[config.mk]
export PLATFORM = sky130hd
export DESIGN_NAME = sl_transmitter
export DESIGN_NICKNAME = d
export VERILOG_FILES = /design/src/rtl/sl_transmitter.sv
export SDC_FILE = /design/constraint.sdc
export NUM_CORES = 1
export LEC_CHECK = 0
export ABC_CLOCK_PERIOD_IN_PS = 5000
export BUFFER_PORTS_ARGS = -buffer_cell sky130_fd_sc_hd__buf_2
export CAP_MARGIN = 5
export CORE_MARGIN = 8
export CORE_UTILIZATION = 32
export DETAILED_ROUTE_END_ITERATION = 10
export PLACE_DENSITY_LB_ADDON = 0.12
export SLEW_MARGIN = 20
export SYNTH_ARGS = -nofsm -noshare
export SYNTH_HDL_FRONTEND = slang
export SYNTH_SLANG_ARGS = --single-unit
[constraint.sdc]
create_clock -name clk -period 5 [get_ports clk]
set_input_delay 0.5 -clock clk [delete_from_list [all_inputs] [get_ports clk]]
set_output_delay 0.5 -clock clk [all_outputs]
set_load 0.005 [all_outputs]
[src/rtl/sl_transmitter.sv]
// sl_transmitter: register-programmed SL0/SL1 serial transmitter.
// Sends length data bits MSB-first, an odd-parity bit, then a stop symbol.
module sl_transmitter (
    input  logic        clk,
    input  logic        rst_n,
    input  logic        wr_en,
    input  logic        addr,
    input  logic [31:0] d_in,
    output logic [31:0] d_out,
    output logic        SL0,
    output logic        SL1
);

    typedef enum logic [2:0] {
        S_IDLE,
        S_BIT_LOW,
        S_BIT_HIGH,
        S_STOP_LOW,
        S_STOP_HIGH
    } state_t;

    state_t      state_q, state_d;
    logic [31:0] data_q, data_d;
    logic [32:0] shift_q, shift_d;
    logic [5:0]  bits_q, bits_d;
    logic [6:0]  tmr_q, tmr_d;
    logic [5:0]  len_q, len_d;
    logic [2:0]  mode_q, mode_d;
    logic        done_q, done_d;
    logic        sl0_q, sl0_d;
    logic        sl1_q, sl1_d;

    logic        busy;
    logic        tmr_done;
    logic [6:0]  half_m1;
    logic [5:0]  pad;
    logic [31:0] mask;
    logic        par;
    logic [32:0] frame;
    logic [5:0]  len_w;
    logic [2:0]  mode_w;

    assign busy     = (state_q != S_IDLE);
    assign tmr_done = (tmr_q == 7'd0);
    assign half_m1  = 7'((8'd4 << mode_q) - 8'd1);

    // Frame is {data, parity} left-aligned so bit 32 is always next out.
    assign pad   = 6'd32 - len_q;
    assign mask  = 32'hFFFF_FFFF >> pad;
    assign par   = ~^(d_in & mask);
    assign frame = {d_in, par} << pad;

    always_comb begin
        len_w = d_in[5:0];
        if (d_in[5:0] < 6'd8) begin
            len_w = 6'd8;
        end else if (d_in[5:0] > 6'd32) begin
            len_w = 6'd32;
        end
        mode_w = (d_in[9:7] > 3'd5) ? 3'd5 : d_in[9:7];
    end

    always_comb begin
        state_d = state_q;
        data_d  = data_q;
        shift_d = shift_q;
        bits_d  = bits_q;
        tmr_d   = tmr_q;
        len_d   = len_q;
        mode_d  = mode_q;
        done_d  = done_q;
        sl0_d   = 1'b1;
        sl1_d   = 1'b1;

        // len/mode are frozen while busy, so they hold for the whole frame.
        if (wr_en && addr && !busy) begin
            len_d  = len_w;
            mode_d = mode_w;
        end
        if (wr_en && addr && !d_in[24]) begin
            done_d = 1'b0;
        end
        if (busy) begin
            tmr_d = tmr_done ? half_m1 : tmr_q - 7'd1;
        end

        unique case (state_q)
            S_IDLE: begin
                if (wr_en && !addr) begin
                    data_d  = d_in;
                    shift_d = frame;
                    bits_d  = len_q + 6'd1;
                    tmr_d   = half_m1;
                    state_d = S_BIT_LOW;
                end
            end
            S_BIT_LOW: begin
                if (tmr_done) state_d = S_BIT_HIGH;
            end
            S_BIT_HIGH: begin
                if (tmr_done) begin
                    if (bits_q == 6'd1) begin
                        state_d = S_STOP_LOW;
                    end else begin
                        bits_d  = bits_q - 6'd1;
                        shift_d = shift_q << 1;
                        state_d = S_BIT_LOW;
                    end
                end
            end
            S_STOP_LOW: begin
                if (tmr_done) state_d = S_STOP_HIGH;
            end
            S_STOP_HIGH: begin
                if (tmr_done) begin
                    state_d = S_IDLE;
                    done_d  = 1'b1;
                end
            end
            default: state_d = S_IDLE;
        endcase

        unique case (state_d)
            S_BIT_LOW: begin
                sl0_d = shift_d[32];
                sl1_d = ~shift_d[32];
            end
            S_STOP_LOW: begin
                sl0_d = 1'b0;
                sl1_d = 1'b0;
            end
            default: begin
                sl0_d = 1'b1;
                sl1_d = 1'b1;
            end
        endcase
    end

    always_ff @(posedge clk) begin
        if (!rst_n) begin
            state_q <= S_IDLE;
            data_q  <= 32'd0;
            shift_q <= 33'd0;
            bits_q  <= 6'd0;
            tmr_q   <= 7'd0;
            len_q   <= 6'd8;
            mode_q  <= 3'd0;
            done_q  <= 1'b0;
            sl0_q   <= 1'b1;
            sl1_q   <= 1'b1;
        end else begin
            state_q <= state_d;
            data_q  <= data_d;
            shift_q <= shift_d;
            bits_q  <= bits_d;
            tmr_q   <= tmr_d;
            len_q   <= len_d;
            mode_q  <= mode_d;
            done_q  <= done_d;
            sl0_q   <= sl0_d;
            sl1_q   <= sl1_d;
        end
    end

    assign SL0 = sl0_q;
    assign SL1 = sl1_q;

    always_comb begin
        if (addr) begin
            d_out = {7'd0, done_q, 7'd0, busy, 6'd0, mode_q, 1'b0, len_q};
        end else begin
            d_out = data_q;
        end
    end

endmodule

==> results of run 1 <==
-- state kept, by name (all words and copies together) (netlist names) --
name and flops:
shift_q 33, data_q 32, tmr_q 7, bits_q 6
len_q 6, mode_q 3, state_q 3, SL0 1
SL1 1, done_q 1
-- cell usage in the layout (no fill, tap or decap), types with 4 or more instances in the layout --
cell type and count:
sky130_fd_sc_hd__a211oi_1 10, sky130_fd_sc_hd__a21boi_0 44, sky130_fd_sc_hd__a21oi_1 51, sky130_fd_sc_hd__a31oi_1 20, sky130_fd_sc_hd__and2_1 5, sky130_fd_sc_hd__buf_2 69, sky130_fd_sc_hd__buf_4 21, sky130_fd_sc_hd__clkbuf_16 9
sky130_fd_sc_hd__dfxtp_1 93, sky130_fd_sc_hd__ha_1 8, sky130_fd_sc_hd__inv_1 15, sky130_fd_sc_hd__mux2_2 20, sky130_fd_sc_hd__mux2i_1 24, sky130_fd_sc_hd__mux4_2 4, sky130_fd_sc_hd__nand2_1 169, sky130_fd_sc_hd__nand2b_1 7
sky130_fd_sc_hd__nand3_1 27, sky130_fd_sc_hd__nor2_1 68, sky130_fd_sc_hd__nor2b_1 33, sky130_fd_sc_hd__nor3_1 14, sky130_fd_sc_hd__nor3b_1 5, sky130_fd_sc_hd__o2111ai_1 4, sky130_fd_sc_hd__o211a_1 12, sky130_fd_sc_hd__o211ai_1 11
sky130_fd_sc_hd__o21ai_0 96, sky130_fd_sc_hd__o21ai_1 4, sky130_fd_sc_hd__o221ai_1 7, sky130_fd_sc_hd__o22ai_1 5, sky130_fd_sc_hd__or3_1 5, sky130_fd_sc_hd__xnor2_1 19
-- worst reg2reg max path: cells and delay by family (launching register included) --
family / cells / cell delay [ns]
AOI/OAI and AO/OA: 5 / 1.15
xor gates and xnor gates: 5 / 1.44
DFF: 1 / 0.63
muxes: 1 / 0.34
and+or+nand+nor: 3 / 0.81
-- per-stage QoR --
step                      instances  total power, W
after floorplan                 922         0.00208
after global placement         1218         0.00247
after detailed placement       1218         0.00245
after CTS                      1234         0.00316
after global routing           1234         0.00337
final                          1234         0.00314
-- per-layer routing --
metal	global-route usage [%]	vias up	share of wire, %
li1	-	3334	-
met1	24.5	3222	49
met2	27.7	175	45
met3	2.75	27	4.6
met4	5.09	0	1.8
met5	0	-	0
-- layout make-up --
class / instances / area share, %
tap: 280 / 4.58
clock inverter: 7 / 0.753
multi-input combinational: 740 / 60.1
timing repair buffer: 90 / 6.58
sequential: 93 / 24.3
clock buffer: 9 / 2.95
inverter: 15 / 0.736
-- worst paths after layout --
| kind | startpoint | to | depth (start not counted) | slack (ns) |
|---|---|---|---|---|
| worst max-delay path | len_q[2] | shift_q[23] | 14 | 0.54 |
| worst max register to register | len_q[2] | shift_q[23] | 14 | 0.54 |
| worst min register to register | data_q[23] | data_q[23] | 2 | 0.46 |
| worst min-delay path | d_in[29] | data_q[29] | 3 | 0.43 |
-- power groups by stage --
stage / sequential, W / clock, W / combinational (W)
6_report: 0.000978 / 0.000690 / 0.00148
3_5_place_dp: 0.000993 / 0 / 0.00146
2_1_floorplan: 0.000952 / 0 / 0.00113
5_1_grt: 0.000998 / 0.000739 / 0.00163
4_1_cts: 0.000977 / 0.000711 / 0.00147
3_3_place_gp: 0.000995 / 0 / 0.00147
-- cells by family (layout without fill, tap and decap cells) --
logic type,Yosys count,after routing
AO/OA/AOI/OAI,300,300
XOR/XNOR,29,29
adder cells (fa/ha/maj),9,9
buffers and inverters,89,121
flip-flops,93,93
multiplexers,48,48
AND/OR/NAND/NOR,354,354
==> report_table.html, run 1 <==
<table>
<tr><th>Metric</th><th>Value</th></tr>
<tr><th colspan="2">Floorplan</th></tr>
<tr><td>Starting density of the core</td><td>32.3%</td></tr>
<tr><td>Placeable core region</td><td>0.0216 sq mm</td></tr>
<tr><td>Vertical die dimension</td><td>around 160 um</td></tr>
<tr><td>Number of top-level pins</td><td>70</td></tr>
<tr><td>Die span in x</td><td>around 160 um</td></tr>
<tr><td>Number of rows in the core area</td><td>54</td></tr>
<tr><td>Area of the die</td><td>0.0267 sq mm</td></tr>
<tr><th colspan="2">STA</th></tr>
<tr><td>Setup Skew</td><td>0.0110 ns</td></tr>
<tr><td>Maximum clock frequency</td><td>approximately 220 MHz</td></tr>
<tr><td>Count of final setup violators</td><td>0</td></tr>
<tr><td>Final worst-path setup slack</td><td>0.539 ns</td></tr>
<tr><td>Max transition margin</td><td>~37%</td></tr>
<tr><td>Worst-margin pin slew</td><td>about 0.95 ns</td></tr>
<tr><td>Post-route setup TNS</td><td>0 ns</td></tr>
<tr><td>Final worst-path cycle share</td><td>between 80% and 90%</td></tr>
<tr><td>Final hold slack</td><td>0.430 ns</td></tr>
<tr><td>RSZ-0062 raised after global routing</td><td>false</td></tr>
<tr><td>Final Hold Violating Endpoints</td><td>0</td></tr>
<tr><td>Max-slew violation total from the final report</td><td>0</td></tr>
<tr><td>Final worst path period need</td><td>~4.5 ns</td></tr>
<tr><th colspan="2">Drt</th></tr>
<tr><td>Via count</td><td>just under 7,000</td></tr>
<tr><td>Count of antenna-violating nets left after detailed routing</td><td>0</td></tr>
<tr><td>First DRT Iteration DRCs</td><td>605</td></tr>
<tr><td>WL final</td><td>23.7 mm</td></tr>
<tr><td>DR DRC count</td><td>0</td></tr>
<tr><td>Routed wire length per instance</td><td>between 15 and 20 um</td></tr>
<tr><td>Vias per inst</td><td>roughly 5.5</td></tr>
<tr><td>Drt pass-1 iters</td><td>5</td></tr>
<tr><th colspan="2">Synthesis</th></tr>
<tr><td>Share of the synthesized area in the top cell type</td><td>roughly 27%</td></tr>
<tr><td>Synthesized-area fraction occupied by ao, oa, aoi and oai cells</td><td>between 20% and 30%</td></tr>
<tr><td>Instance count of the mapped netlist</td><td>roughly 920</td></tr>
<tr><td>Mux contribution to synthesized area</td><td>between 7 and 8%</td></tr>
<tr><td>Post-synth net total</td><td>between 900 and 1,000</td></tr>
<tr><td>Post-synthesis share of cell area spent on xor and xnor gates</td><td>4.68%</td></tr>
<tr><td>Number of register bits inferred by synthesis</td><td>between 90 and 100</td></tr>
<tr><td>Adder and majority gate portion of the synthesized area</td><td>about 1.6%</td></tr>
<tr><td>Share of the yosys chip area belonging to registers</td><td>a little over a quarter</td></tr>
<tr><td>Distinct cells, synth</td><td>between 70 and 80</td></tr>
<tr><td>Dominant combinational cell family by area after synthesis</td><td>compound AO/OA/AOI/OAI gates</td></tr>
<tr><td>Leading post-synthesis cells by cell area</td><td>sky130_fd_sc_hd__dfxtp_1, sky130_fd_sc_hd__nand2_1, sky130_fd_sc_hd__o21ai_0</td></tr>
<tr><td>Flip-flop cell with the highest count after synthesis</td><td>sky130_fd_sc_hd__dfxtp_1</td></tr>
<tr><td>Combined area of all synthesized cells</td><td>0.00696 sq mm</td></tr>
<tr><td>Warnings from Yosys</td><td>0</td></tr>
<tr><td>Library cell with the highest instance count after synthesis</td><td>sky130_fd_sc_hd__nand2_1</td></tr>
<tr><td>Cell accounting for the most synthesized area</td><td>sky130_fd_sc_hd__dfxtp_1</td></tr>
<tr><td>Count of flip-flops with a built-in enable after synthesis</td><td>0</td></tr>
<tr><td>Most common library cells after synthesis</td><td>sky130_fd_sc_hd__nand2_1, sky130_fd_sc_hd__o21ai_0, sky130_fd_sc_hd__dfxtp_1</td></tr>
<tr><td>Mean cell area of the mapped netlist</td><td>7.54 sq um</td></tr>
<tr><td>Simple-gate share of the synthesized area</td><td>between 20 and 25%</td></tr>
<tr><td>Fraction of registers with async set or reset after synthesis</td><td>0%</td></tr>
<tr><th colspan="2">Power</th></tr>
<tr><td>Switching Power</td><td>roughly 0.0014 W</td></tr>
<tr><td>Sw Share</td><td>around 43%</td></tr>
<tr><td>Register share of total power</td><td>a little under a third</td></tr>
<tr><td>Power per Cell Area</td><td>just over 400 mW/mm^2</td></tr>
<tr><td>Total leakage power</td><td>around 3 nW</td></tr>
<tr><td>Worst vdd ir</td><td>between 0.15 and 0.2 mV</td></tr>
<tr><td>Internal power</td><td>roughly 0.0018 W</td></tr>
<tr><td>Fraction of power consumed by the clock network</td><td>between 20% and 30%</td></tr>
<tr><td>Logic pwr share</td><td>between 40% and 50%</td></tr>
<tr><th colspan="2">Final layout</th></tr>
<tr><td>Post-layout util</td><td>around 35%</td></tr>
<tr><td>Footprint of the flip-flops and latches</td><td>0.00186 sq mm</td></tr>
<tr><td>Finished layout cell area</td><td>between 0.007 and 0.008 sq mm</td></tr>
<tr><td>Layout overhead on the synthesized area</td><td>9.93%</td></tr>
<tr><td>Antenna fix cells</td><td>0</td></tr>
<tr><td>Number of fill cells in the layout</td><td>2,336</td></tr>
<tr><td>Multi-input combinational cell area</td><td>~0.0046 sq mm</td></tr>
<tr><td>Layout cell share with drive strength beyond 1</td><td>16.6%</td></tr>
<tr><td>Nets</td><td>between 900 and 1,000</td></tr>
<tr><th colspan="2">Placed design</th></tr>
<tr><td>HPWL reported at the end of detailed placement</td><td>around 17 mm</td></tr>
<tr><td>Number of buffers added on ports</td><td>69</td></tr>
<tr><td>Worst setup slack before clock tree synthesis</td><td>0.647 ns</td></tr>
<tr><td>Placement-stage cell area</td><td>between 0.007 and 0.008 sq mm</td></tr>
<tr><td>Placer's final routability congestion estimate</td><td>roughly 0.82</td></tr>
<tr><th colspan="2">Clocking</th></tr>
<tr><td>Post-cts resize count</td><td>0</td></tr>
<tr><td>Maximum level of the CTS H-tree</td><td>3</td></tr>
<tr><td>Maximum buffer depth of the clock tree</td><td>2</td></tr>
<tr><td>Buffers inserted by post-CTS timing repair</td><td>0</td></tr>
<tr><td>Total clock buffers created by CTS</td><td>9</td></tr>
<tr><td>Worst-Skew Late Latency</td><td>0.37 ns</td></tr>
<tr><td>Clock transition at the register clock pins on the worst setup and hold paths after CTS</td><td>0.08 ns</td></tr>
<tr><td>Post-cts hold buffer count</td><td>0</td></tr>
<tr><td>Buffer type at the clock tree root</td><td>sky130_fd_sc_hd__clkbuf_16</td></tr>
<tr><td>Clock tree from TritonCTS</td><td>built</td></tr>
<tr><td>Sink count of the clock tree</td><td>between 90 and 100</td></tr>
<tr><th colspan="2">Global routing</th></tr>
<tr><td>Global-route total usage across every layer</td><td>17.6%</td></tr>
<tr><td>Global-route congestion overflow total</td><td>0</td></tr>
<tr><td>Wire length of the first global-routing pass</td><td>around 37 mm</td></tr>
<tr><td>Maximum number of pins on one net before global-route repair</td><td>53</td></tr>
<tr><td>Initial antenna violation count</td><td>0</td></tr>
<tr><td>Number of global-route vias before repair</td><td>approximately 6,400</td></tr>
<tr><th colspan="2">Job</th></tr>
<tr><td>Max-cap viol count</td><td>0</td></tr>
<tr><th colspan="2">Hold path</th></tr>
<tr><td>Type of the worst min-delay path</td><td>in -&gt; reg</td></tr>
<tr><th colspan="2">Worst setup path</th></tr>
<tr><td>Sequence of cells on the critical path</td><td>nor3_4, xnor2_2, nand2_1, o32ai_1, a32oi_1, xnor2_1, xnor2_1, xnor3_1, xnor2_1, a31oi_1, o21ai_1, mux2_2, or3_1, a31oi_1</td></tr>
<tr><td>Worst Setup Start Kind</td><td>flip-flop</td></tr>
<tr><td>Maximum fanout encountered on the critical timing path</td><td>15</td></tr>
<tr><td>Largest delay share family, worst path</td><td>XOR/XNOR gates</td></tr>
<tr><td>CP endpoint kind</td><td>flip-flop</td></tr>
<tr><td>CP Buf/Inv Count</td><td>0</td></tr>
<tr><td>Critical setup path kind</td><td>reg -&gt; reg</td></tr>
<tr><td>Data required time at the worst endpoint</td><td>around 5.3 ns</td></tr>
<tr><td>Data arrival time of the critical path</td><td>about 4.7 ns</td></tr>
<tr><td>Slowest library cell on the worst path</td><td>sky130_fd_sc_hd__xnor2_2</td></tr>
<tr><td>Crit path top cell by count</td><td>sky130_fd_sc_hd__xnor2_1</td></tr>
<tr><td>CP peak stage delay</td><td>0.69 ns</td></tr>
<tr><th colspan="2">Status</th></tr>
<tr><td>Outcome</td><td>finished, final reports clean</td></tr>
</table>
(Power assumes the default switching activity.)
==> run 2, diff against run 1 <==
--- a/config.mk
+++ b/config.mk
@@ -5,11 +5,14 @@
 export SDC_FILE = /design/constraint.sdc
 export NUM_CORES = 1
 export LEC_CHECK = 0
+export ABC_AREA = 1
 export ABC_CLOCK_PERIOD_IN_PS = 5000
 export BUFFER_PORTS_ARGS = -buffer_cell sky130_fd_sc_hd__buf_2
 export CAP_MARGIN = 5
+export CELL_PAD_IN_SITES_DETAIL_PLACEMENT = 1
+export CELL_PAD_IN_SITES_GLOBAL_PLACEMENT = 2
 export CORE_MARGIN = 8
-export CORE_UTILIZATION = 32
+export CORE_UTILIZATION = 29
 export DETAILED_ROUTE_END_ITERATION = 10
 export PLACE_DENSITY_LB_ADDON = 0.12
 export SLEW_MARGIN = 20
==> run 2 against run 1 <==
  * Cell count rose by 26%
  * Worst setup slack improved by 0.45 ns
  * Wire length rose by 23%
  * Register-to-register slack improved by 0.45 ns
  * Count of clock-buffer cells in the layout did not move
  * Non-clock buffer count fell by 2
  * Cell area rose by 4.0%
  * Largest power group unchanged
  * Critical endpoint is now SL1
  * Clock skew rose by 0.0024 ns
==> report_table.html, run 2 <==
<table>
<tr><th>Metric</th><th>Value</th></tr>
<tr><th colspan="2">Status</th></tr>
<tr><td>Outcome</td><td>finished, final reports clean</td></tr>
<tr><th colspan="2">Synthesis</th></tr>
<tr><td>Fraction of registers with async set or reset after synthesis</td><td>0%</td></tr>
<tr><td>Mean cell area of the mapped netlist</td><td>5.91 sq um</td></tr>
<tr><td>Cell accounting for the most synthesized area</td><td>sky130_fd_sc_hd__dfxtp_1</td></tr>
<tr><td>Instance count of the mapped netlist</td><td>approximately 1,200</td></tr>
<tr><td>Most common library cells after synthesis</td><td>sky130_fd_sc_hd__nand2_1, sky130_fd_sc_hd__o21ai_0, sky130_fd_sc_hd__inv_1</td></tr>
<tr><td>Warnings from Yosys</td><td>0</td></tr>
<tr><td>Share of the synthesized area in the top cell type</td><td>between 20% and 30%</td></tr>
<tr><td>Library cell with the highest instance count after synthesis</td><td>sky130_fd_sc_hd__nand2_1</td></tr>
<tr><td>Number of register bits inferred by synthesis</td><td>93</td></tr>
<tr><td>Leading post-synthesis cells by cell area</td><td>sky130_fd_sc_hd__dfxtp_1, sky130_fd_sc_hd__nand2_1, sky130_fd_sc_hd__o21ai_0</td></tr>
<tr><td>Flip-flop cell with the highest count after synthesis</td><td>sky130_fd_sc_hd__dfxtp_1</td></tr>
<tr><td>Share of the yosys chip area belonging to registers</td><td>between 20% and 30%</td></tr>
<tr><td>Post-synth net total</td><td>around 1,200</td></tr>
<tr><td>Count of flip-flops with a built-in enable after synthesis</td><td>0</td></tr>
<tr><td>Distinct cells, synth</td><td>41</td></tr>
<tr><td>Combined area of all synthesized cells</td><td>~0.007 sq mm</td></tr>
<tr><th colspan="2">STA</th></tr>
<tr><td>Worst-margin pin slew</td><td>about 0.64 ns</td></tr>
<tr><td>Count of final setup violators</td><td>0</td></tr>
<tr><td>Setup Skew</td><td>around 0.013 ns</td></tr>
<tr><td>Final worst-path setup slack</td><td>0.991 ns</td></tr>
<tr><td>Max transition margin</td><td>57.2%</td></tr>
<tr><td>Final Hold Violating Endpoints</td><td>0</td></tr>
<tr><td>Post-route setup TNS</td><td>0 ns</td></tr>
<tr><td>Final worst-path cycle share</td><td>between 80% and 90%</td></tr>
<tr><td>RSZ-0062 raised after global routing</td><td>false</td></tr>
<tr><td>Maximum clock frequency</td><td>249 MHz</td></tr>
<tr><td>Final worst path period need</td><td>4.01 ns</td></tr>
<tr><td>Max-slew violation total from the final report</td><td>0</td></tr>
<tr><th colspan="2">Power</th></tr>
<tr><td>Total design power</td><td>between 0.002 and 0.003 W</td></tr>
<tr><td>Logic pwr share</td><td>around 44%</td></tr>
<tr><td>Switching Power</td><td>0.00128 W</td></tr>
<tr><td>Fraction of power consumed by the clock network</td><td>between 20% and 30%</td></tr>
<tr><td>Total leakage power</td><td>~3.7 nW</td></tr>
<tr><td>Power per Cell Area</td><td>around 360 mW/mm^2</td></tr>
<tr><td>Sw Share</td><td>between 40 and 50%</td></tr>
<tr><td>Register share of total power</td><td>a little under a third</td></tr>
<tr><td>Internal power</td><td>about 0.0016 W</td></tr>
<tr><td>Worst vdd ir</td><td>approximately 0.14 mV</td></tr>
<tr><th colspan="2">Global routing</th></tr>
<tr><td>Global-route congestion overflow total</td><td>0</td></tr>
<tr><td>Wire length of the first global-routing pass</td><td>between 40 and 50 mm</td></tr>
<tr><td>Maximum number of pins on one net before global-route repair</td><td>68</td></tr>
<tr><td>Initial antenna violation count</td><td>1</td></tr>
<tr><td>Number of global-route vias before repair</td><td>a little under 8,000</td></tr>
<tr><td>Global-route total usage across every layer</td><td>about a fifth</td></tr>
<tr><th colspan="2">Final layout</th></tr>
<tr><td>Layout overhead on the synthesized area</td><td>13.1%</td></tr>
<tr><td>Footprint of the flip-flops and latches</td><td>roughly 0.0019 sq mm</td></tr>
<tr><td>Number of fill cells in the layout</td><td>3,217</td></tr>
<tr><td>Largest reg by FF count</td><td>shift_q</td></tr>
<tr><td>Commonest cells after routing, fill and taps aside</td><td>sky130_fd_sc_hd__nand2_1, sky130_fd_sc_hd__o21ai_0, sky130_fd_sc_hd__inv_1</td></tr>
<tr><td>Layout cell share with drive strength beyond 1</td><td>a little under an eighth</td></tr>
<tr><td>Leading cell type in the layout, fill and taps excluded</td><td>sky130_fd_sc_hd__nand2_1</td></tr>
<tr><td>Antenna fix cells</td><td>0</td></tr>
<tr><td>Post-layout util</td><td>approximately a third</td></tr>
<tr><td>Multi-input combinational cell area</td><td>0.00435 sq mm</td></tr>
<tr><td>Cell Count, Final, Fillers Out</td><td>1,551</td></tr>
<tr><td>Nets</td><td>roughly 1,300</td></tr>
<tr><td>Largest register FFs</td><td>33</td></tr>
<tr><td>Largest registers ranked by flip-flop count</td><td>shift_q: 33 flops, data_q: 32 flops, tmr_q: 7 flops</td></tr>
<tr><th colspan="2">Worst setup path</th></tr>
<tr><td>Crit path top cell by count</td><td>sky130_fd_sc_hd__nand2_1</td></tr>
<tr><td>FF-to-FF setup slack</td><td>a little under 1 ns</td></tr>
<tr><td>Critical setup path kind</td><td>reg -&gt; reg</td></tr>
<tr><td>Largest delay share family, worst path</td><td>simple AND/OR/NAND/NOR gates</td></tr>
<tr><td>Reg2Reg Launch Point</td><td>len_q[1]</td></tr>
<tr><td>Slowest library cell on the worst path</td><td>sky130_fd_sc_hd__dfxtp_1</td></tr>
<tr><td>CP endpoint kind</td><td>flip-flop</td></tr>
<tr><td>Worst Setup Start Kind</td><td>flip-flop</td></tr>
<tr><td>Data required time at the worst endpoint</td><td>approximately 5.3 ns</td></tr>
<tr><td>CP Buf/Inv Count</td><td>5</td></tr>
<tr><td>Data arrival time of the critical path</td><td>4.26 ns</td></tr>
<tr><td>Destination of the worst register-to-register timing path</td><td>SL1</td></tr>
<tr><td>Maximum fanout encountered on the critical timing path</td><td>31</td></tr>
<tr><td>Cell count of the worst reg-to-reg path</td><td>30</td></tr>
<tr><td>Worst setup path startpoint</td><td>len_q[1]</td></tr>
<tr><td>CP peak stage delay</td><td>between 0.3 and 0.4 ns</td></tr>
<tr><td>Path length in cells of the critical path</td><td>30</td></tr>
<tr><td>Worst setup path endpoint</td><td>SL1</td></tr>
<tr><th colspan="2">Drt</th></tr>
<tr><td>DR DRC count</td><td>0</td></tr>
<tr><td>First DRT Iteration DRCs</td><td>roughly 570</td></tr>
<tr><td>WL final</td><td>29.1 mm</td></tr>
<tr><td>Drt pass-1 iters</td><td>5</td></tr>
<tr><td>Count of antenna-violating nets left after detailed routing</td><td>0</td></tr>
<tr><td>Via count</td><td>7,950</td></tr>
<tr><td>Routed wire length per instance</td><td>18.8 um</td></tr>
<tr><td>Vias per inst</td><td>just over 5</td></tr>
<tr><th colspan="2">Job</th></tr>
<tr><td>Max-cap viol count</td><td>0</td></tr>
<tr><th colspan="2">Clocking</th></tr>
<tr><td>Total clock buffers created by CTS</td><td>9</td></tr>
<tr><td>Maximum level of the CTS H-tree</td><td>3</td></tr>
<tr><td>Clock tree from TritonCTS</td><td>built</td></tr>
<tr><td>Buffers inserted by post-CTS timing repair</td><td>0</td></tr>
<tr><td>Post-cts resize count</td><td>0</td></tr>
<tr><td>Buffer type at the clock tree root</td><td>sky130_fd_sc_hd__clkbuf_16</td></tr>
<tr><td>Maximum buffer depth of the clock tree</td><td>2</td></tr>
<tr><td>Clock transition at the register clock pins on the worst setup and hold paths after CTS</td><td>0.08 ns</td></tr>
<tr><td>Worst-Skew Late Latency</td><td>~0.36 ns</td></tr>
<tr><td>Post-cts hold buffer count</td><td>0</td></tr>
<tr><td>Sink count of the clock tree</td><td>93</td></tr>
<tr><th colspan="2">Floorplan</th></tr>
<tr><td>Starting density of the core</td><td>between 20% and 30%</td></tr>
<tr><td>Die span in x</td><td>between 150 and 200 um</td></tr>
<tr><td>Placeable core region</td><td>around 0.024 sq mm</td></tr>
<tr><td>Number of rows in the core area</td><td>57</td></tr>
<tr><td>Number of top-level pins</td><td>70</td></tr>
<tr><td>Area of the die</td><td>around 0.03 sq mm</td></tr>
<tr><td>Vertical die dimension</td><td>172 um</td></tr>
<tr><th colspan="2">Placed design</th></tr>
<tr><td>HPWL reported at the end of detailed placement</td><td>~23 mm</td></tr>
<tr><td>Worst setup slack before clock tree synthesis</td><td>~1.1 ns</td></tr>
<tr><td>Cell total after placement</td><td>roughly 1,500</td></tr>
<tr><td>Number of buffers added on ports</td><td>69</td></tr>
<tr><td>Placer's final routability congestion estimate</td><td>0.856</td></tr>
<tr><th colspan="2">Hold path</th></tr>
<tr><td>Type of the worst min-delay path</td><td>in -&gt; reg</td></tr>
</table>
## run 2: cell types whose count changed after synthesis, moves of 31 or more
cell | before | now
sky130_fd_sc_hd__inv_1 | 15 | 133
sky130_fd_sc_hd__a21boi_0 | 44 | 0
sky130_fd_sc_hd__nand3_1 | 27 | 75
sky130_fd_sc_hd__nand2_1 | 170 | 328
sky130_fd_sc_hd__nand4_1 | 1 | 32
sky130_fd_sc_hd__nor2b_1 | 33 | 0
sky130_fd_sc_hd__o21ai_0 | 96 | 152
sky130_fd_sc_hd__a21oi_1 | 51 | 94
## run 2: layout make-up
class	count	share of cell area (%)
flip-flops and latches	93	23.4
inverters	146	6.89
well taps	324	5.10
clock buffers	9	2.83
multi-input cells	885	54.7
clock inverters	6	0.897
repair buffers	88	6.14
## run 2: logic make-up after synthesis
family	after synthesis	synth area share (%)
buf+inv	212	11.7
flops	93	26.5
fa+ha+maj	9	1.60
mux	22	3.13
compound gates	301	23.0
xor+xnor	7	0.872
simple gates	546	33.1
## run 2: metal layers
layer	up-vias	wire length [um]	global-route usage [%]
li1	3987	-	-
met3	23	1160	2.89
met4	2	307	3.74
met1	3814	14900	28.3
met5	-	10	0
met2	124	12700	31.4
## run 2: tightest hold or removal path: cells and delay by family
| family | cells | cell delay (ns) |
|---|---|---|
| buf+inv | 2 | 0.20 |
| compound gates | 1 | 0.05 |
## run 2: metrics by stage
stage / cell area [sq um] / hold slack, ns
2_1_floorplan: 7030 / 0.444
3_3_place_gp: 7650 / 0.455
3_5_place_dp: 7650 / 0.465
4_1_cts: 7950 / 0.429
5_1_grt: 7950 / 0.462
6_report: 7950 / 0.443
## run 2: power by group through the flow
stage	Sequential, W	Clock (W)	Combinational [W]
2_1_floorplan	0.000883	0	0.000873
3_3_place_gp	0.000899	0	0.00124
3_5_place_dp	0.000900	0	0.00125
4_1_cts	0.000883	0.000760	0.00126
5_1_grt	0.000894	0.000781	0.00142
6_report	0.000883	0.000733	0.00125
## run 2: worst min path at each step
stage               cells after the start          to      from
detailed placement                      2    tmr_q[0]  tmr_q[0]
finish                                  3  data_q[19]  d_in[19]
CTS                                     3  data_q[19]  d_in[19]
floorplan                               2    tmr_q[0]  tmr_q[0]
global placement                        2    tmr_q[0]  tmr_q[0]
global route                            3  data_q[19]  d_in[19]
==> run 3, diff against run 2 <==
--- a/config.mk
+++ b/config.mk
@@ -6,7 +6,7 @@
 export NUM_CORES = 1
 export LEC_CHECK = 0
 export ABC_AREA = 1
-export ABC_CLOCK_PERIOD_IN_PS = 5000
+export ABC_CLOCK_PERIOD_IN_PS = 3370
 export BUFFER_PORTS_ARGS = -buffer_cell sky130_fd_sc_hd__buf_2
 export CAP_MARGIN = 5
 export CELL_PAD_IN_SITES_DETAIL_PLACEMENT = 1
==> constraint.sdc (replaced) <==
create_clock -name clk -period 3.37 [get_ports clk]
set_input_delay 0.337 -clock clk [delete_from_list [all_inputs] [get_ports clk]]
set_output_delay 0.337 -clock clk [all_outputs]
set_load 0.005 [all_outputs]
==> run 3 against run 2 <==
  * Largest power group unchanged
  * Utilization is 2.4 points higher
  * Die area is the same
  * Wire length increased by 3.1%
==> report_table.html, run 3 (same netlist as run 2, synthesis figures left out) <==
<table>
<tr><th>Metric</th><th>Value</th></tr>
<tr><th colspan="2">Worst setup path</th></tr>
<tr><td>Reg2Reg Launch Point</td><td>len_q[0]</td></tr>
<tr><td>CP Buf/Inv Count</td><td>6</td></tr>
<tr><td>Slowest library cell on the worst path</td><td>sky130_fd_sc_hd__dfxtp_2</td></tr>
<tr><td>Data required time at the worst endpoint</td><td>3.60 ns</td></tr>
<tr><td>Worst Setup Start Kind</td><td>flip-flop</td></tr>
<tr><td>Destination of the worst register-to-register timing path</td><td>shift_q[11]</td></tr>
<tr><td>Worst setup path startpoint</td><td>len_q[0]</td></tr>
<tr><td>Cell count of the worst reg-to-reg path</td><td>28</td></tr>
<tr><td>Crit path top cell by count</td><td>sky130_fd_sc_hd__nand2_1</td></tr>
<tr><td>Critical setup path kind</td><td>reg -&gt; reg</td></tr>
<tr><td>FF-to-FF setup slack</td><td>about 0.25 ns</td></tr>
<tr><td>Largest delay share family, worst path</td><td>simple AND/OR/NAND/NOR gates</td></tr>
<tr><td>Data arrival time of the critical path</td><td>around 3.4 ns</td></tr>
<tr><td>Maximum fanout encountered on the critical timing path</td><td>12</td></tr>
<tr><td>CP endpoint kind</td><td>flip-flop</td></tr>
<tr><td>CP peak stage delay</td><td>around 0.33 ns</td></tr>
<tr><th colspan="2">Global routing</th></tr>
<tr><td>Met2 track demand over resource in global routing</td><td>about 31%</td></tr>
<tr><td>Wire length of the first global-routing pass</td><td>46.6 mm</td></tr>
<tr><td>Global-route congestion overflow total</td><td>0</td></tr>
<tr><td>Global routing met1 resource utilization</td><td>just under 30%</td></tr>
<tr><td>Maximum number of pins on one net before global-route repair</td><td>66</td></tr>
<tr><td>Global-route total usage across every layer</td><td>20.4%</td></tr>
<tr><td>Number of global-route vias before repair</td><td>8,000</td></tr>
<tr><td>Highest-utilization routing layer at the global route stage</td><td>met2</td></tr>
<tr><td>Initial antenna violation count</td><td>0</td></tr>
<tr><td>Global Route met3 Usage</td><td>2.62%</td></tr>
<tr><th colspan="2">Final layout</th></tr>
<tr><td>Layout overhead on the synthesized area</td><td>21.3%</td></tr>
<tr><td>Post-layout util</td><td>a little over a third</td></tr>
<tr><td>Leading cell type in the layout, fill and taps excluded</td><td>sky130_fd_sc_hd__nand2_1</td></tr>
<tr><td>Largest register FFs</td><td>33</td></tr>
<tr><td>Nets</td><td>1,305</td></tr>
<tr><td>Largest reg by FF count</td><td>shift_q</td></tr>
<tr><td>Largest registers ranked by flip-flop count</td><td>shift_q: 33 flops, data_q: 32 flops, tmr_q: 7 flops</td></tr>
<tr><td>Commonest cells after routing, fill and taps aside</td><td>sky130_fd_sc_hd__nand2_1, sky130_fd_sc_hd__o21ai_0, sky130_fd_sc_hd__inv_1</td></tr>
<tr><td>Layout cell share with drive strength beyond 1</td><td>17.9%</td></tr>
<tr><td>Antenna fix cells</td><td>0</td></tr>
<tr><th colspan="2">STA</th></tr>
<tr><td>Count of final setup violators</td><td>0</td></tr>
<tr><td>Final hold slack</td><td>~0.28 ns</td></tr>
<tr><td>Max-slew violation total from the final report</td><td>0</td></tr>
<tr><td>Final worst-path cycle share</td><td>between 90% and 100%</td></tr>
<tr><td>Post-route setup TNS</td><td>0 ns</td></tr>
<tr><td>Final worst-path setup slack</td><td>between 0.2 and 0.25 ns</td></tr>
<tr><td>Worst-margin pin slew</td><td>around 0.59 ns</td></tr>
<tr><td>Setup Skew</td><td>just over 0.009 ns</td></tr>
<tr><td>Max transition margin</td><td>roughly three fifths</td></tr>
<tr><td>Final Hold Violating Endpoints</td><td>0</td></tr>
<tr><td>Final worst path period need</td><td>about 3.1 ns</td></tr>
<tr><td>RSZ-0062 raised after global routing</td><td>true</td></tr>
<tr><td>Maximum clock frequency</td><td>320 MHz</td></tr>
<tr><th colspan="2">Drt</th></tr>
<tr><td>Via count</td><td>8,147</td></tr>
<tr><td>DR DRC count</td><td>0</td></tr>
<tr><td>Drt pass-1 iters</td><td>5</td></tr>
<tr><td>Count of antenna-violating nets left after detailed routing</td><td>0</td></tr>
<tr><td>Vias per inst</td><td>between 5 and 6</td></tr>
<tr><td>Routed wire length per instance</td><td>~19 um</td></tr>
<tr><td>First DRT Iteration DRCs</td><td>530</td></tr>
<tr><td>WL final</td><td>30.0 mm</td></tr>
<tr><th colspan="2">Floorplan</th></tr>
<tr><td>Number of rows in the core area</td><td>57</td></tr>
<tr><td>Vertical die dimension</td><td>172 um</td></tr>
<tr><td>Area of the die</td><td>around 0.029 sq mm</td></tr>
<tr><td>Number of top-level pins</td><td>70</td></tr>
<tr><td>Die span in x</td><td>between 150 and 200 um</td></tr>
<tr><td>Starting density of the core</td><td>about 29%</td></tr>
<tr><td>Placeable core region</td><td>0.0240 sq mm</td></tr>
<tr><th colspan="2">Clocking</th></tr>
<tr><td>Total clock buffers created by CTS</td><td>9</td></tr>
<tr><td>Buffer type at the clock tree root</td><td>sky130_fd_sc_hd__clkbuf_16</td></tr>
<tr><td>Clock transition at the register clock pins on the worst setup and hold paths after CTS</td><td>approximately 0.080 ns</td></tr>
<tr><td>Maximum level of the CTS H-tree</td><td>3</td></tr>
<tr><td>Worst-Skew Late Latency</td><td>~0.36 ns</td></tr>
<tr><td>Sink count of the clock tree</td><td>between 90 and 100</td></tr>
<tr><td>Clock tree from TritonCTS</td><td>built</td></tr>
<tr><td>Post-cts hold buffer count</td><td>0</td></tr>
<tr><td>Maximum buffer depth of the clock tree</td><td>2</td></tr>
<tr><th colspan="2">Power</th></tr>
<tr><td>Power per Cell Area</td><td>roughly 520 mW/mm^2</td></tr>
<tr><td>Fraction of power consumed by the clock network</td><td>between 20% and 30%</td></tr>
<tr><td>Worst vdd ir</td><td>around 0.2 mV</td></tr>
<tr><td>Logic pwr share</td><td>47.6%</td></tr>
<tr><td>Total leakage power</td><td>3.95 nW</td></tr>
<tr><td>Sw Share</td><td>a little under half</td></tr>
<tr><td>Total design power</td><td>0.00448 W</td></tr>
<tr><td>Switching Power</td><td>about 0.002 W</td></tr>
<tr><td>Register share of total power</td><td>approximately 29%</td></tr>
<tr><td>Internal power</td><td>~0.0024 W</td></tr>
<tr><th colspan="2">Hold path</th></tr>
<tr><td>Hold Path Sink</td><td>data_q[17]</td></tr>
<tr><td>Type of the worst min-delay path</td><td>in -&gt; reg</td></tr>
<tr><td>Hold Path Origin</td><td>d_in[17]</td></tr>
<tr><td>Worst hold path stage count</td><td>3</td></tr>
<tr><th colspan="2">Job</th></tr>
<tr><td>Max-cap viol count</td><td>0</td></tr>
<tr><th colspan="2">Placed design</th></tr>
<tr><td>Worst setup slack before clock tree synthesis</td><td>-0.0246 ns</td></tr>
<tr><td>Number of buffers added on ports</td><td>69</td></tr>
<tr><td>HPWL reported at the end of detailed placement</td><td>approximately 23 mm</td></tr>
<tr><td>Placer's final routability congestion estimate</td><td>0.935</td></tr>
<tr><th colspan="2">Status</th></tr>
<tr><td>Outcome</td><td>finished, final reports clean</td></tr>
</table>
[run 3: changes by cell type in the layout (fill, tap and decap cells not counted), moves of 6 or more]
cell	change
sky130_fd_sc_hd__nor2_1	-11
sky130_fd_sc_hd__nand2_1	-19
sky130_fd_sc_hd__nand3_2	+7
sky130_fd_sc_hd__nor2_2	+6
sky130_fd_sc_hd__buf_4	+31
sky130_fd_sc_hd__nand2_4	+9
sky130_fd_sc_hd__nand2_2	+10
sky130_fd_sc_hd__nand3_1	-9
[run 3: metal layers]
metal | vias to the layer above | wire length (um)
li1 | 4064 | -
met3 | 30 | 1180
met5 | - | 0
met4 | 0 | 488
met2 | 131 | 13100
met1 | 3922 | 15200
[run 3: stage by stage]
step	area, sq um	cells
after floorplan	7030	1190
after global placement	7890	1567
after detailed placement	7890	1567
after CTS	8180	1583
after global routing	8530	1589
final	8530	1589
[run 3: area by class of cell]
| cell class | instances | area, sq um |
|---|---|---|
| timing repair buffer | 125 | 822 |
| inverter | 146 | 551 |
| multi-input combinational | 885 | 4600 |
| clock inverter | 7 | 65.1 |
| fill | 3207 | 15500 |
| sequential | 93 | 1860 |
| clock buffer | 9 | 225 |
| tap | 324 | 405 |
[run 3: timing repair]
item	CTS	global route
gates resized for setup	2	79
setup endpoints to repair	6	35
buffers inserted	0	5
cloned	0	1
pin swaps	0	13
[run 3: worst max path at each step]
stage	endpoint	slack [ns]	depth (start not counted)
finish	shift_q[11]	0.25	28
floorplan	SL1	0.24	29
detailed placement	SL1	-0.02	27
global route	shift_q[27]	-0.05	27
CTS	SL1	0.009	30
global placement	SL1	0.07	29
[run 3: tightest hold or removal path, stage by stage]
cell                      delay (ns)
sky130_fd_sc_hd__buf_2          0.13
sky130_fd_sc_hd__inv_1          0.07
sky130_fd_sc_hd__a21oi_1        0.05
[run 3: power by group through the flow]
stage	logic (W)	registers [W]	clock network, W
6_report	0.00213	0.00131	0.00104
5_1_grt	0.00236	0.00132	0.00111
4_1_cts	0.00197	0.00131	0.00108
3_5_place_dp	0.00196	0.00133	0
3_3_place_gp	0.00194	0.00133	0
2_1_floorplan	0.00130	0.00131	0
